**config.mk**
```make
export PLATFORM = sky130hd
export DESIGN_NAME = sccb_wr_ctrl
export DESIGN_NICKNAME = d
export VERILOG_FILES = /design/src/rtl/sccb_pkg.sv /design/src/rtl/sccb_qtr_tick.sv /design/src/rtl/sccb_wr_ctrl.sv
export SDC_FILE = /design/constraint.sdc
export NUM_CORES = 1
export LEC_CHECK = 0
export BUFFER_PORTS_ARGS = -buffer_cell sky130_fd_sc_hd__buf_2
export CAP_MARGIN = 20
export CORE_ASPECT_RATIO = 1.2
export CORE_UTILIZATION = 50
export CTS_CLUSTER_DIAMETER = 150
export DETAILED_ROUTE_END_ITERATION = 6
export PLACE_DENSITY = 0.73
export SKIP_CTS_REPAIR_TIMING = 1
export SYNTH_ARGS = -nofsm -noshare
export SYNTH_HDL_FRONTEND = slang
export SYNTH_SLANG_ARGS = --single-unit
```
**constraint.sdc**
```tcl
create_clock -name sys_clk -period 3.62 [get_ports sys_clk]
set_clock_uncertainty 0.05 [all_clocks]
set_input_delay 0.724 -clock sys_clk [delete_from_list [all_inputs] [get_ports sys_clk]]
set_output_delay 0.724 -clock sys_clk [all_outputs]
set_load 0.01 [all_outputs]
```
**src/rtl/sccb_pkg.sv**
```systemverilog
// Shared types and constants for the SCCB register-write controller.
package sccb_pkg;

    localparam int unsigned SCCB_SYS_CLK_FREQ = 50_000_000;
    localparam int unsigned SCCB_SCL_FREQ     = 250_000;
    localparam logic [7:0]  SCCB_DEV_ADDR     = 8'h42;

    localparam int unsigned QTR_PER_BIT  = 4;
    localparam int unsigned QTR_PER_XFER = 116;
    localparam int unsigned QTR_W        = $clog2(QTR_PER_BIT);
    localparam int unsigned BIT_W        = 3;

    typedef enum logic [3:0] {
        ST_IDLE,
        ST_START,
        ST_ID,
        ST_ACK1,
        ST_ADDR,
        ST_ACK2,
        ST_DATA,
        ST_ACK3,
        ST_STOP
    } sccb_state_e;

    typedef struct packed {
        logic scl;
        logic sda;
    } sccb_drv_t;

    // Bus levels for a given state/quarter; sda=1 means released.
    function automatic sccb_drv_t sccb_drive(input sccb_state_e st,
                                             input logic [QTR_W-1:0] qtr,
                                             input logic bit_val);
        sccb_drv_t d;
        d.scl = 1'b1;
        d.sda = 1'b1;
        case (st)
            ST_START: begin
                d.scl = (qtr != QTR_W'(3));
                d.sda = (qtr <  QTR_W'(2));
            end
            ST_ID, ST_ADDR, ST_DATA: begin
                d.scl = (qtr == QTR_W'(1)) || (qtr == QTR_W'(2));
                d.sda = bit_val;
            end
            ST_ACK1, ST_ACK2, ST_ACK3: begin
                d.scl = (qtr == QTR_W'(1)) || (qtr == QTR_W'(2));
                d.sda = 1'b1;
            end
            ST_STOP: begin
                d.scl = (qtr != QTR_W'(0));
                d.sda = (qtr >= QTR_W'(2));
            end
            default: begin
                d.scl = 1'b1;
                d.sda = 1'b1;
            end
        endcase
        return d;
    endfunction

endpackage

```
**src/rtl/sccb_qtr_tick.sv**
```systemverilog
// Quarter-bit strobe: tick is high for one cycle every QTR_CYC cycles,
// with the phase restarted by clear.
module sccb_qtr_tick #(
    parameter int unsigned QTR_CYC = 50
) (
    input  logic sys_clk,
    input  logic sys_rst,
    input  logic clear,
    output logic tick
);

    localparam int unsigned        CNT_W    = (QTR_CYC > 1) ? $clog2(QTR_CYC) : 1;
    localparam logic [CNT_W-1:0]   CNT_LAST = CNT_W'(QTR_CYC - 1);

    logic [CNT_W-1:0] r_cnt;
    logic [CNT_W-1:0] w_cnt_nxt;
    logic             r_tick;

    always_comb begin
        w_cnt_nxt = r_cnt + CNT_W'(1);
        if (clear || (r_cnt == CNT_LAST)) begin
            w_cnt_nxt = '0;
        end
    end

    // tick is registered so it is high exactly while the counter sits at its last value
    always_ff @(posedge sys_clk) begin
        if (sys_rst) begin
            r_cnt  <= '0;
            r_tick <= 1'b0;
        end else begin
            r_cnt  <= w_cnt_nxt;
            r_tick <= (w_cnt_nxt == CNT_LAST);
        end
    end

    assign tick = r_tick;

endmodule

```
**src/rtl/sccb_wr_ctrl.sv**
```systemverilog
// SCCB 3-phase register write master (ID, address, data) with registered bus outputs.
// Optional NACK detection with early STOP is enabled by defining SCCB_ACK_CHK_EN.
module sccb_wr_ctrl
    import sccb_pkg::*;
#(
    parameter int unsigned SYS_CLK_FREQ = SCCB_SYS_CLK_FREQ,
    parameter int unsigned SCL_FREQ     = SCCB_SCL_FREQ,
    parameter logic [7:0]  DEV_ADDR     = SCCB_DEV_ADDR
) (
    input  logic        sys_clk,
    input  logic        sys_rst,
    input  logic        cfg_start,
    input  logic [15:0] cfg_data,
    output logic        cfg_end,
    output logic        busy,
    output logic        ack_err,
    output logic        sccb_scl,
    output logic        sda_o,
    output logic        sda_oe,
    input  logic        sda_i
);

    localparam int unsigned        QTR_CYC  = SYS_CLK_FREQ / (4 * SCL_FREQ);
    localparam logic [QTR_W-1:0]   QTR_LAST = QTR_W'(QTR_PER_BIT - 1);
    localparam logic [BIT_W-1:0]   BIT_LAST = BIT_W'(7);

    sccb_state_e      r_state;
    sccb_state_e      w_state_nxt;
    logic [QTR_W-1:0] r_qtr;
    logic [QTR_W-1:0] w_qtr_nxt;
    logic [BIT_W-1:0] r_bit;
    logic [BIT_W-1:0] w_bit_nxt;
    logic [15:0]      r_data;
    logic             r_busy;
    logic             r_cfg_end;
    logic             r_scl;
    logic             r_sda_o;
    logic             r_sda_oe;
    logic             w_tick;
    logic             w_acc;
    logic             w_nack;
    logic [7:0]       w_byte;
    logic             w_bit_val;
    sccb_drv_t        w_drv;

    sccb_qtr_tick #(
        .QTR_CYC (QTR_CYC)
    ) u_qtr_tick (
        .sys_clk (sys_clk),
        .sys_rst (sys_rst),
        .clear   (w_acc),
        .tick    (w_tick)
    );

    // busy still high in the first IDLE cycle blocks a request coincident with cfg_end
    assign w_acc = (r_state == ST_IDLE) && !r_busy && cfg_start;

    always_comb begin
        w_state_nxt = r_state;
        w_qtr_nxt   = r_qtr;
        w_bit_nxt   = r_bit;
        if (r_state == ST_IDLE) begin
            if (w_acc) begin
                w_state_nxt = ST_START;
                w_qtr_nxt   = '0;
                w_bit_nxt   = '0;
            end
        end else if (w_tick) begin
            w_qtr_nxt = r_qtr + QTR_W'(1);
            if (r_qtr == QTR_LAST) begin
                case (r_state)
                    ST_START: w_state_nxt = ST_ID;
                    ST_ID, ST_ADDR, ST_DATA: begin
                        if (r_bit == BIT_LAST) begin
                            w_bit_nxt = '0;
                            if (r_state == ST_ID) begin
                                w_state_nxt = ST_ACK1;
                            end else if (r_state == ST_ADDR) begin
                                w_state_nxt = ST_ACK2;
                            end else begin
                                w_state_nxt = ST_ACK3;
                            end
                        end else begin
                            w_bit_nxt = r_bit + BIT_W'(1);
                        end
                    end
                    ST_ACK1: w_state_nxt = w_nack ? ST_STOP : ST_ADDR;
                    ST_ACK2: w_state_nxt = w_nack ? ST_STOP : ST_DATA;
                    ST_ACK3: w_state_nxt = ST_STOP;
                    ST_STOP: w_state_nxt = ST_IDLE;
                    default: w_state_nxt = ST_IDLE;
                endcase
            end
        end
    end

    // Outputs are derived from the next state so they register in step with it.
    always_comb begin
        w_byte = 8'hff;
        case (w_state_nxt)
            ST_ID:   w_byte = DEV_ADDR;
            ST_ADDR: w_byte = r_data[15:8];
            ST_DATA: w_byte = r_data[7:0];
            default: w_byte = 8'hff;
        endcase
        w_bit_val = w_byte[BIT_LAST - w_bit_nxt];
        w_drv     = sccb_drive(w_state_nxt, w_qtr_nxt, w_bit_val);
    end

    always_ff @(posedge sys_clk) begin
        if (sys_rst) begin
            r_state   <= ST_IDLE;
            r_qtr     <= '0;
            r_bit     <= '0;
            r_data    <= '0;
            r_busy    <= 1'b0;
            r_cfg_end <= 1'b0;
            r_scl     <= 1'b1;
            r_sda_o   <= 1'b1;
            r_sda_oe  <= 1'b0;
        end else begin
            r_state   <= w_state_nxt;
            r_qtr     <= w_qtr_nxt;
            r_bit     <= w_bit_nxt;
            r_scl     <= w_drv.scl;
            r_sda_o   <= w_drv.sda;
            r_sda_oe  <= !w_drv.sda;
            r_cfg_end <= (r_state == ST_STOP) && w_tick && (r_qtr == QTR_LAST);
            if (w_acc) begin
                r_data <= cfg_data;
                r_busy <= 1'b1;
            end else if (r_state == ST_IDLE) begin
                r_busy <= 1'b0;
            end
        end
    end

`ifdef SCCB_ACK_CHK_EN
    logic r_ack_err;
    logic w_ack_smp;

    // Acknowledge is sampled entering quarter 2, while SCL is high.
    assign w_ack_smp = ((r_state == ST_ACK1) || (r_state == ST_ACK2) || (r_state == ST_ACK3))
                       && w_tick && (r_qtr == QTR_W'(1));

    always_ff @(posedge sys_clk) begin
        if (sys_rst) begin
            r_ack_err <= 1'b0;
        end else if (w_acc) begin
            r_ack_err <= 1'b0;
        end else if (w_ack_smp && sda_i) begin
            r_ack_err <= 1'b1;
        end
    end

    assign w_nack  = r_ack_err;
    assign ack_err = r_ack_err;
`else
    logic w_sda_unused;

    assign w_sda_unused = sda_i;
    assign w_nack       = 1'b0;
    assign ack_err      = 1'b0;
`endif

    assign cfg_end  = r_cfg_end;
    assign busy     = r_busy;
    assign sccb_scl = r_scl;
    assign sda_o    = r_sda_o;
    assign sda_oe   = r_sda_oe;

endmodule

```
==> run summary, run 1 <==
The global routing usage on met3 came out at 0.05000. The final layout contains routed wiring with a total length of 3896 um. For the fraction of power consumed by sequential logic, the log shows 0.449. Detailed-route vias per instance: 5.443. The H-tree was split into 2 levels. The worst-case headroom to the max-slew limit came out at 0.4758.

After global routing, the most crowded layer is met2. Entering global routing, the biggest net connects 32 pins. The floorplan has 24 rows.

Cell type with the largest total area after synthesis: sky130_fd_sc_hd__dfxtp_1. Across the VDD grid, the largest voltage drop is 0.4115 mV. For this design the top-level I/O count stands at 26. The worst setup path is captured at a register. The count of TritonRoute iterations in the first routing pass is 4, and the register-to-register setup slack is 0.64 ns. The completed layout was analyzed and its total power is 1.004 mW. The worst register-to-register path ends at sda_o.

Clock-pin slew was measured on the worst setup and hold paths at 0.08 ns. Counting every instance in the synthesized netlist gives 237. The proportion of register bits with asynchronous set or reset after synthesis came out at 0. The tools report the origin of the worst min-delay path as r_data[0]. Counting cells, the worst reg-to-reg path comes to 7.

The tools report the maximum achievable frequency as 0.3359 GHz. TritonCTS built the clock tree. Setup repair after global routing left no endpoint under its margin.

The met2 track demand over resource in global routing was 0.3321; the area inside the core boundary was 3694 um2. The static leakage came out at 0.8725 nW. For this run, the slowest stage of the critical path takes 0.62 ns. For the total CTS buffers, the log shows 5. Total of endpoints with negative setup slack in the final report: 0.

Dividing total power by cell area gives a power density of 452.9 nW/um2. The die is 59.07 um wide. The overflow left after global routing was 0; the weighted congestion at the end of routability-driven global placement was 0.8728. Counting instances, the worst hold path has a depth of 2. The worst register-to-register path begins at r_state[3]. The die covers 4164 um2. For the pin with the worst max-slew slack, the measured transition is 0.7863 ns. STA classifies the critical path startpoint as a register. The area added between synthesis and finish was 13.44%; the post-placement cell area was 2083 um2.

The synthesized netlist net count was 264; the final hold slack was 0.4059 ns. The library cell used most frequently in the layout, excluding fill and tap cells, is sky130_fd_sc_hd__nand2_1. In this run the clock root is driven by a sky130_fd_sc_hd__clkbuf_8. The logs give 0 for the number of endpoints with negative hold slack in the final report and 62 for the number of DRC violations after detailed-routing iteration 0. The tools report the destination of the worst hold path as r_data[0]. Traced cell by cell, the critical path runs through nor2_1, and3_1, a221oi_4, nand2_2, o41a_1, a2111oi_2, or4_1. The fraction of the yosys area taken by sequential cells was 0.3790; the post-layout minimum cycle time was 2.977 ns. The part of the power in the clock network came out at 0.424.

Summing all non-filler instances in the final layout gives an area of 2217 um2. The path class of the tightest hold or removal check is register to register. The number of global-route vias before repair is 1,511, and the final-stage net count is 283.

The max-slew violation count was 0. The first global-routing pass estimated 6624 um of wire. Counting every sink on the clock net gives 37. The met1 capacity usage during global routing is 0.2705, and the initial core utilization is 0.5291. The internal portion of the total power is 0.7571 mW.

The average footprint of a synthesized cell is 8.246 um2, and the number of synthesized flops with an enable pin is 0. The switching portion of total power was 0.2461. Distinct cell type count after synthesis: 57.

The share of layout cells above drive strength 1 was 0.1790; the antenna violation net count after detailed routing was 0. The run finished with clean final reports. After detailed routing, the average wire length per cell comes to 12.61 um. The synthesized design contains 37 register bits. The share of the synthesized area in the top cell type works out to 0.3790. The tools report the total vias in the final route as 1,682. Summed over all nets, the switching power comes to 0.2471 mW.

For the worst path arrival time, the log shows 3.17 ns. Of all nets on the critical path, the largest fanout is 19. The combined global-route utilization of all metal layers was 0.2095. The placed wire-length estimate after detailed placement is 2712 um.

The Yosys step of the flow raised 0 warnings. The count of cells in the finished layout, fillers not included, comes to 309. In this run the deepest clock path goes through 2 buffers. For this run, the leading register cell type out of synthesis is sky130_fd_sc_hd__dfxtp_1. Summing every instance area after synthesis gives 1954 um2. The logs give 3.81 ns for the data required time at the worst endpoint and 0 for the post-route DRC violation count. The combinational group share of total power is 0.128, and the share of the clock period used by the worst path after layout is 0.8223. Leaving out fill and tap cells, the most frequent cells in the layout are 45 x sky130_fd_sc_hd__nand2_1, 37 x sky130_fd_sc_hd__dfxtp_1, 24 x sky130_fd_sc_hd__a21oi_1, 23 x sky130_fd_sc_hd__nor2_1, 23 x sky130_fd_sc_hd__buf_2. The count of buffers added on input and output ports is 23. In the post-synthesis netlist, the biggest area contributors are sky130_fd_sc_hd__dfxtp_1 38%, sky130_fd_sc_hd__nand2_1 8.6%, sky130_fd_sc_hd__a21oi_1 6.1%, sky130_fd_sc_hd__ha_1 4.5%, sky130_fd_sc_hd__nor2_1 4.4%. The chip height came out at 70.49 um.

The category of the critical setup timing path is register to register. The cell total after placement was 301. After routing, the total negative slack on setup checks comes to 0 ns. The run gives 0 as the number of max-capacitance violations reported. The initial antenna violation count was 0.

For this design, the slowest cell found on the critical path is sky130_fd_sc_hd__dfxtp_1. The repair_antennas step left the layout with diodes totalling 0. The tools report the clock latency on the worst-skew pair as 0.29 ns.
[registers in the layout, indices dropped and copies added, names as in the netlist]
register / count
busy: 1
cfg_end: 1
r_bit: 3
r_data: 16
r_qtr: 2
r_state: 4
sccb_scl: 1
sda_o: 1
sda_oe: 1
u_qtr_tick.r_cnt: 6
u_qtr_tick.tick: 1
[stage by stage]
step / setup WS, ns / utilization
3_3_place_gp: 0.5279 / 0.5640
4_1_cts: 0.6598 / 0.6003
3_5_place_dp: 0.5409 / 0.5640
6_report: 0.6434 / 0.6003
5_1_grt: 0.4267 / 0.6003
2_1_floorplan: 0.9276 / -
[power by group through the flow]
stage	clock network [mW]	logic, mW	registers [mW]
after floorplan	0	0.104	0.451
after global placement	0	0.127	0.460
after detailed placement	0	0.128	0.460
after CTS	0.432	0.129	0.451
after global routing	0.447	0.145	0.454
final	0.425	0.128	0.451
[cell type report]
class                   instances  area, um2
clock inverters                 3      65.06
flip-flops and latches         37      740.7
clock buffers                   5      68.82
multi-input cells             182       1125
fillers                       364       1476
repair buffers                 26      137.6
well taps                      52      65.06
inverters                       4      15.01
[cell usage after synthesis (2+ instances only)]
master / n
sky130_fd_sc_hd__nand2_1: 45
sky130_fd_sc_hd__dfxtp_1: 37
sky130_fd_sc_hd__a21oi_1: 24
sky130_fd_sc_hd__nor2_1: 23
sky130_fd_sc_hd__ha_1: 7
sky130_fd_sc_hd__clkbuf_1: 6
sky130_fd_sc_hd__nand3_1: 6
sky130_fd_sc_hd__buf_2: 5
sky130_fd_sc_hd__a2bb2oi_1: 4
sky130_fd_sc_hd__and3_1: 4
sky130_fd_sc_hd__inv_1: 4
sky130_fd_sc_hd__nor2b_1: 4
sky130_fd_sc_hd__o22ai_1: 4
sky130_fd_sc_hd__mux2_1: 3
sky130_fd_sc_hd__nor4_1: 3
sky130_fd_sc_hd__o22a_1: 3
sky130_fd_sc_hd__or3_1: 3
sky130_fd_sc_hd__and2_1: 2
sky130_fd_sc_hd__buf_4: 2
sky130_fd_sc_hd__mux2i_1: 2
sky130_fd_sc_hd__nand2b_1: 2
sky130_fd_sc_hd__nand3b_1: 2
sky130_fd_sc_hd__nor2_2: 2
sky130_fd_sc_hd__o211ai_1: 2
sky130_fd_sc_hd__o21ai_0: 2
sky130_fd_sc_hd__o21ai_1: 2
sky130_fd_sc_hd__o221ai_1: 2
sky130_fd_sc_hd__xnor2_1: 2
sky130_fd_sc_hd__xor2_1: 2
[worst max-delay path: cells and delay by family, from the launching register on]
kind	cells	cell delay, ns
AO/OA/AOI/OAI	3	1.21
AND/OR/NAND/NOR	4	1.04
flip-flops	1	0.62
[metal layers]
layer	vias up	wire [um]
met4	0	65
met5	-	0
li1	872	-
met3	6	149
met2	37	1898
met1	767	1783
[worst max-delay path by stage]
| stage | startpoint | to | slack [ns] | cells past startpoint |
|---|---|---|---|---|
| floorplan | cfg_start | sda_o | 0.93 | 7 |
| global placement | cfg_start | sda_o | 0.53 | 8 |
| detailed placement | cfg_start | sda_o | 0.54 | 8 |
| CTS | r_state[3] | sda_o | 0.66 | 7 |
| global route | r_state[3] | sda_oe | 0.43 | 7 |
| finish | r_state[3] | sda_o | 0.64 | 7 |
[cell families after synthesis]
logic type                 after synthesis  synth area share
and+or+nand+nor                        106            0.2599
AOI/OAI and AO/OA                       59            0.2234
DFF                                     37            0.3790
buffers and inverters                   18           0.04545
adders and majority gates                7           0.04481
muxes                                    5           0.02753
xor gates and xnor gates                 4           0.01793
other                                    1          0.001919
Power figures use the tool's default switching activity.
==> run 2: changes to the inputs <==
--- a/config.mk
+++ b/config.mk
@@ -5,6 +5,7 @@
 export SDC_FILE = /design/constraint.sdc
 export NUM_CORES = 1
 export LEC_CHECK = 0
+export ABC_AREA = 1
 export BUFFER_PORTS_ARGS = -buffer_cell sky130_fd_sc_hd__buf_2
 export CAP_MARGIN = 20
 export CORE_ASPECT_RATIO = 1.2
==> constraint.sdc (replaced) <==
create_clock -name sys_clk -period 2.95 [get_ports sys_clk]
set_clock_uncertainty 0.05 [all_clocks]
set_input_delay 0.59 -clock sys_clk [delete_from_list [all_inputs] [get_ports sys_clk]]
set_output_delay 0.59 -clock sys_clk [all_outputs]
set_load 0.01 [all_outputs]
==> run 2 against run 1 <==
  * Non-clock buffer count fell by 2
  * Combinational power increased by 6%
  * Sequential power is 22% higher
  * Critical endpoint unchanged
==> run summary, run 2 <==
The total number of H-tree levels is 2 (unchanged). The number of port buffers is 23 (unchanged), and the static leakage is 1.019 nW (+17%). The average footprint of a synthesized cell was 7.087 um2 (-14%); the clock-pin slew reported for the worst setup and hold paths after clock tree synthesis was 0.07 ns (about the same).

The biggest area contributor in the post-synthesis netlist is sky130_fd_sc_hd__dfxtp_1. The flow ran to the end, and the final reports show no timing, DRC or antenna violations. Counting instances in the post-synthesis netlist gives the leading cell types as 59 x sky130_fd_sc_hd__nor2_1, 37 x sky130_fd_sc_hd__dfxtp_1, 36 x sky130_fd_sc_hd__nand3_1. The maximum achievable frequency was 0.4691 GHz (+40%).

Setup repair after global routing left no endpoint under its margin. The tools report the data required time at the worst endpoint as 3.08 ns (-0.73 ns). The final-stage net count came out at 322 (+14%). The area inside the core boundary is 3664 um2 (-0.81%).

The worst setup path is launched from a register. The share of the clock period used by the worst path after layout was 0.7226 (-0.09966). The area occupied by multi-input gates was 1026 um2 (-8.8%).

The total power of the final layout was 1.039 mW (+3.5%); the initial core utilization was 0.5242 (-0.004884). The run gives 26 (unchanged) as the total I/O pin count. The tools report the count of warnings emitted by yosys as 0 (unchanged). Antenna violation net count after detailed routing: 0 (unchanged). The tools report the first-pass GRT wire length as 6120 um (-7.6%). The count of TritonRoute iterations in the first routing pass is 4 (unchanged), and the post-route DRC violation count is 0 (unchanged).

The initial antenna violation count was 0 (unchanged). The class of the tightest hold or removal check was register to register. The combined flip-flop and latch cell area came out at 740.7 um2 (unchanged). The horizontal extent of the die works out to 58.58 um (-0.84%). The top cell types in the final layout, fill and taps aside, are 59 x sky130_fd_sc_hd__nor2_1, 37 x sky130_fd_sc_hd__dfxtp_1, 36 x sky130_fd_sc_hd__nand3_1, 34 x sky130_fd_sc_hd__nand2_1, 23 x sky130_fd_sc_hd__buf_2. The chip height is 69.89 um (-0.84%), and the post-placement cell area is 2071 um2 (-0.60%). The number of endpoints with negative hold slack in the final report is 0 (unchanged).

Combined global-route utilization of all metal layers: 0.1985 (-0.01098). The run gives 0.3857 (+0.006666) as the fraction of the yosys area taken by sequential cells. For the overflow left after global routing, the log shows 0 (unchanged). The number of max-capacitance violations reported was 0 (unchanged); the post-layout minimum cycle time was 2.132 ns (-0.8449 ns).

Final hold slack: 0.4049 ns (-0.0009610 ns). The number of flip-flops and latches in the synthesized netlist was 37 (unchanged). Area added between synthesis and finish: 12.31%.

The largest net degree at the start of global routing is 24 (-25%), and the worst path arrival time is 2.26 ns (-0.91 ns). The tools report the full die area as 4094 um2 (-1.7%). TritonCTS built the clock tree.

Most frequent cell after synthesis: sky130_fd_sc_hd__nor2_1. The proportion of register bits with asynchronous set or reset after synthesis came out at 0 (unchanged). The placed wire-length estimate after detailed placement was 2679 um (-1.2%). The synthesized netlist net count is 298 (+13%). The total power divided by cell area is 481.8 nW/um2 (+6.4%). The total CTS buffers came out at 5 (unchanged). The critical-path maximum fanout was 23 (+4). The run gives 2157 um2 (-2.7%) as the final design instance area without fill. The tools report the total routed wirelength as 3542 um (-9.1%).

The leading cell type in the layout, fill and taps excluded is sky130_fd_sc_hd__nor2_1. The post-synthesis instance total is 271 (+14%), and the number of global-route vias before repair is 1,484 (-1.8%). The number of DRC violations after detailed-routing iteration 0 is 46 (-26%), and the distinct cell type count after synthesis is 33 (-42%). The tools report the standard-cell row count as 24 (unchanged). Main flop type after synthesis: sky130_fd_sc_hd__dfxtp_1. The worst vdd rail ir drop is 0.2910 mV (-29%), and the detailed-route vias per instance is 4.893 (-10%). The tools report the clock sink count as 37 (unchanged). The number of synthesized flops with an enable pin works out to 0 (unchanged). The share of layout cells above drive strength 1 was 0.2068 (+0.02779); the setup TNS was 0 ns (unchanged).

The register ranked first by flip-flop count was r_data. In the final layout, the registers with the most flip-flops are r_data (16), u_qtr_tick.r_cnt (6), r_state (4). CTS placed an instance of sky130_fd_sc_hd__clkbuf_8 at the clock tree root. The category of the critical setup timing path is register to register.

The total vias in the final route is 1,698 (+0.95%). The deepest clock path buffer count was 2 (unchanged); the clock latency on the worst-skew pair was 0.29 ns (about the same). For the cell area after technology mapping, the log shows 1921 um2 (-1.7%). The number of flip-flops under the largest register name came out at 16 (unchanged). The worst setup path is captured at a register.

The share of the synthesized area in the top cell type was 0.3857 (+0.006666). The run gives 0 (unchanged) as the total of endpoints with negative setup slack in the final report. The tools report the max-slew violation count as 0 (unchanged).

The routed wire length per instance is 10.21 um (-19%), and the antenna diode count is 0 (unchanged). Layout filler cell count: 375 (+3.0%). The run gives 0.8494 (-2.7%) as the weighted congestion at the end of routability-driven global placement. Yosys attributes the largest share of cell area to sky130_fd_sc_hd__dfxtp_1 39%, sky130_fd_sc_hd__nor2_1 12%, sky130_fd_sc_hd__nand3_1 9.4%, sky130_fd_sc_hd__nand2_1 6.6%, sky130_fd_sc_hd__o21ai_0 5.2%.
==> run 2: changes by cell type after synthesis, moves of 5 or more <==
| cell | before | now |
|---|---|---|
| sky130_fd_sc_hd__nand2_2 | 1 | 7 |
| sky130_fd_sc_hd__nand3_1 | 6 | 36 |
| sky130_fd_sc_hd__o21ai_0 | 2 | 20 |
| sky130_fd_sc_hd__inv_1 | 4 | 18 |
| sky130_fd_sc_hd__buf_2 | 5 | 0 |
| sky130_fd_sc_hd__nand2_1 | 45 | 34 |
| sky130_fd_sc_hd__nor2_1 | 23 | 59 |
| sky130_fd_sc_hd__inv_2 | 0 | 13 |
| sky130_fd_sc_hd__a21oi_1 | 24 | 5 |
==> run 2: critical path, cell delays in order, from the launching register on <==
cell                      delay (ns)
sky130_fd_sc_hd__dfxtp_1        0.38
sky130_fd_sc_hd__inv_2          0.08
sky130_fd_sc_hd__nand2_1        0.11
sky130_fd_sc_hd__nor2_4         0.07
sky130_fd_sc_hd__nand2_2        0.31
sky130_fd_sc_hd__inv_2          0.06
sky130_fd_sc_hd__buf_4          0.20
sky130_fd_sc_hd__nor3_2         0.24
sky130_fd_sc_hd__inv_2          0.08
sky130_fd_sc_hd__o21ai_1        0.13
sky130_fd_sc_hd__o21ai_1        0.08
sky130_fd_sc_hd__nor2_1         0.15
sky130_fd_sc_hd__nand2_2        0.09
==> run 2: area by class of cell <==
class,count,area share
tap,52,0.03016
clock buffer,7,0.04002
timing repair buffer,24,0.05684
sequential,37,0.3434
inverter,31,0.05394
multi-input combinational,196,0.4756
==> run 2: through the flow <==
stage	worst slack (ns)	cells	util
6_report	0.8183	347	0.5888
5_1_grt	0.5243	347	0.5888
4_1_cts	0.7865	347	0.5888
3_5_place_dp	0.6325	340	0.5652
3_3_place_gp	0.6480	340	0.5652
2_1_floorplan	1.040	271	-
==> run 2: cells by family (layout without fill, tap and decap cells) <==
logic type / count (synthesis) / after routing / share of synthesized area
xor+xnor: 3 / 3 / 0.01368
compound gates: 34 / 34 / 0.1042
fa+ha+maj: 7 / 7 / 0.04560
flops: 37 / 37 / 0.3857
simple gates: 151 / 151 / 0.3687
other cells: 1 / 1 / 0.001953
buf+inv: 38 / 62 / 0.08013
==> run 2: routing by layer <==
layer	global-route usage	routed length, um	up-vias
met5	0	0	-
met4	0.09788	85	0
met3	0.05556	112	11
met2	0.3218	1711	24
met1	0.2367	1633	742
li1	-	-	921
==> run 2: report_power, final <==
part | switching, mW | internal (mW) | total (mW)
logic | 0.0855 | 0.0509 | 0.136
clock network | 0.167 | 0.185 | 0.352
registers | 0.0182 | 0.533 | 0.551
total | 0.270 | 0.769 | 1.04
==> run 2: final timing paths <==
path,startpoint,endpoint,slack [ns],cells after the start
worst max-delay path,r_state[3],sda_o,0.82,12
worst min-delay path,r_data[6],r_data[6],0.40,2
worst max register to register,r_state[3],sda_o,0.82,12
worst min register to register,r_data[6],r_data[6],0.40,2
==> run 3: changes to the inputs <==
--- a/config.mk
+++ b/config.mk
@@ -12,7 +12,7 @@
 export CORE_UTILIZATION = 50
 export CTS_CLUSTER_DIAMETER = 150
 export DETAILED_ROUTE_END_ITERATION = 6
-export PLACE_DENSITY = 0.73
+export PLACE_DENSITY = 0.76
 export SKIP_CTS_REPAIR_TIMING = 1
 export SYNTH_ARGS = -nofsm -noshare
 export SYNTH_HDL_FRONTEND = slang
==> constraint.sdc (replaced) <==
create_clock -name sys_clk -period 1.8 [get_ports sys_clk]
set_clock_uncertainty 0.05 [all_clocks]
set_input_delay 0.36 -clock sys_clk [delete_from_list [all_inputs] [get_ports sys_clk]]
set_output_delay 0.36 -clock sys_clk [all_outputs]
set_load 0.01 [all_outputs]
==> run 3 against run 2 <==
  * Hold slack got worse by 0.14 ns
  * Total power rose by 72%
  * Die area did not move
  * Critical endpoint is now sda_oe
  * Largest power group unchanged
  * The flow now finishes with violations (setup timing)
==> run summary, run 3 (synthesis gave the netlist of run 2 again) <==
The initial core utilization was 0.5242 (unchanged); the internal power of the cells was 1.314 mW (+71%). The antenna diode count came out at 0 (unchanged). The placed wire-length estimate after detailed placement was 3133 um (+17%); the overflow left after global routing was 0 (unchanged). r_data holds more flip-flops than any other register.

Total power divided by cell area: 688.5 nW/um2 (+43%). The tools report the clock sink count as 37 (unchanged). The run gives 0.2654 ns (-0.1395 ns) as the final hold slack. The clock latency on the worst-skew pair was 0.29 ns (about the same). The worst vdd rail ir drop came out at 0.4554 mV (+57%).

Number of flip-flops under the largest register name: 16 (unchanged). The full die area was 4094 um2 (unchanged); the largest net degree at the start of global routing was 17 (-29%). The number of global-route vias before repair is 1,721 (+16%). Setup repair after global routing could not meet its margin everywhere. The horizontal extent of the die works out to 58.58 um (unchanged). In the layout the commonest cells are 56 x sky130_fd_sc_hd__nor2_1, 37 x sky130_fd_sc_hd__buf_4, 33 x sky130_fd_sc_hd__nand3_1, 31 x sky130_fd_sc_hd__nand2_1, 29 x sky130_fd_sc_hd__dfxtp_1. Clock-pin slew reported for the worst setup and hold paths after clock tree synthesis: 0.07 ns (about the same). The root buffer selected by CTS is sky130_fd_sc_hd__clkbuf_8. The static leakage was 1.220 nW (+20%). The combined global-route utilization of all metal layers was 0.2262 (+0.02769); the max-slew violation count was 0 (unchanged). The total routed wirelength was 4282 um (+21%). The tools report the area inside the core boundary as 3664 um2 (unchanged). The tools report the sort of element at the start of the critical path as a register. The area occupied by multi-input gates was 1155 um2 (+13%); the total number of H-tree levels was 2 (unchanged). The run finished, with violations left. Compared with the post-synthesis result, the final layout area differs by 35.05%. The number of cells traversed by the worst hold path is 3 (+1), and the first-pass GRT wire length is 7003 um (+14%). The number of standard cells in the final layout excluding fillers came out at 384 (+11%). The class of the tightest hold or removal check was primary input to register.

The logs give 2.12 ns (-0.14 ns) for the worst path arrival time and 2 (unchanged) for the deepest clock path buffer count. The switching portion of total power came out at 0.2644 (+0.004198). The part of the power in the clock network was 0.324 (-0.015); the count of TritonRoute iterations in the first routing pass was 4 (unchanged). The data required time at the worst endpoint was 1.95 ns (-1.13 ns). The logs give 0.5058 GHz (+7.8%) for the maximum achievable frequency and 24 (unchanged) for the standard-cell row count. Leaving out fill and tap cells, the most frequent cell in the layout is sky130_fd_sc_hd__nor2_1. The weighted congestion at the end of routability-driven global placement is 0.8429 (-0.77%), and the share of layout cells above drive strength 1 is 0.3645 (+0.1577). Initial antenna violation count: 0 (unchanged). The detailed-route vias per instance was 4.914 (+0.42%). The antenna violation net count after detailed routing was 0 (unchanged).

The share of the clock period used by the worst path after layout was 1.098 (+0.3757); the worst reg-to-reg path cell count was 15 (+3). Sort of element at the end of the critical path: a register. The number of endpoints with negative hold slack in the final report is 0 (unchanged).

The run gives 26 (unchanged) as the total I/O pin count. The critical-path maximum fanout was 8 (-65%). The tools report the combinational group share of total power as 0.170 (+0.039). The tools report the cell total after placement as 372 (+9.4%). The number of port buffers was 23 (unchanged). For the number of max-capacitance violations reported, the log shows 0 (unchanged). The layout filler cell count came out at 319 (-15%). Chip height: 69.89 um (unchanged). The total of endpoints with negative setup slack in the final report was 3 (+3). The fraction of power consumed by sequential logic came out at 0.507 (-0.023). The largest registers in the layout are r_data (16), u_qtr_tick.r_cnt (6), r_state (4).

The logs give 71 (+54%) for the number of DRC violations after detailed-routing iteration 0 and 1,887 (+11%) for the total vias in the final route. The routed wire length per instance is 11.15 um (+9.2%), and the post-layout minimum cycle time is 1.977 ns (-0.1548 ns). The post-route DRC violation count was 0 (unchanged); the post-layout worst setup margin was -0.1769 ns (-0.9952 ns). The run gives 5 (unchanged) as the total CTS buffers. The critical path in this run is classified as register to register. The register-to-register setup slack came out at -0.18 ns (-1.00 ns). The final reports fail on setup timing. TritonCTS built the clock tree. The final-stage net count was 359 (+11%); the combined flip-flop and latch cell area was 750.7 um2 (+1.4%). Power dissipated by switching net loads: 0.4722 mW (+75%).
[run 3: cell type report]
cell class              count  area share
repair buffers             61      0.1592
inverters                  31     0.04776
flip-flops and latches     37      0.2894
clock buffers               7     0.03329
multi-input cells         196      0.4452
well taps                  52     0.02508
[run 3: worst paths after layout]
path / start / end
hold / removal: cfg_data[9] / r_data[9]
setup / recovery: r_qtr[1] / sda_oe
hold reg to reg: r_data[6] / r_data[6]
setup reg to reg: r_qtr[1] / sda_oe
[run 3: critical path: stages, from the launching register on]
cell                      delay [ns]
sky130_fd_sc_hd__dfxtp_2        0.34
sky130_fd_sc_hd__ha_4           0.17
sky130_fd_sc_hd__nand2_4        0.10
sky130_fd_sc_hd__nor2_1         0.05
sky130_fd_sc_hd__nand2_1        0.07
sky130_fd_sc_hd__inv_2          0.05
sky130_fd_sc_hd__nand2_2        0.08
sky130_fd_sc_hd__nand2_4        0.07
sky130_fd_sc_hd__nor3_4         0.33
sky130_fd_sc_hd__nand3_1        0.13
sky130_fd_sc_hd__nand3_1        0.10
sky130_fd_sc_hd__nand3_1        0.09
sky130_fd_sc_hd__nand3_2        0.08
sky130_fd_sc_hd__nand3_2        0.08
sky130_fd_sc_hd__nand2_2        0.07
sky130_fd_sc_hd__inv_2          0.03
[run 3: power by group through the flow]
stage / sequential [mW] / clock (mW) / combinational (mW)
after floorplan: 0.918 / 0 / 0.166
after global placement: 0.919 / 0 / 0.264
after detailed placement: 0.921 / 0 / 0.269
after CTS: 0.903 / 0.589 / 0.270
after global routing: 0.911 / 0.623 / 0.338
final: 0.905 / 0.578 / 0.303
[run 3: metrics by stage]
stage / setup WS, ns / cell area (um2) / setup TNS, ns / util / power, mW
floorplan: -0.02069 / 1949 / -0.02447 / - / 1.085
global placement: -0.1960 / 2340 / -0.4893 / 0.6387 / 1.183
detailed placement: -0.2377 / 2340 / -0.5781 / 0.6387 / 1.190
CTS: -0.2410 / 2426 / -0.6380 / 0.6622 / 1.761
global route: -0.3132 / 2594 / -0.8262 / 0.7080 / 1.872
finish: -0.1769 / 2594 / -0.3480 / 0.7080 / 1.786
[run 3: metal layers]
layer  vias up  track usage  share of wire
met5         -            0              0
met4         0       0.1032          0.020
met3         6      0.05000          0.025
met2        28       0.3844           0.51
met1       858       0.2656           0.44
li1        995            -              -
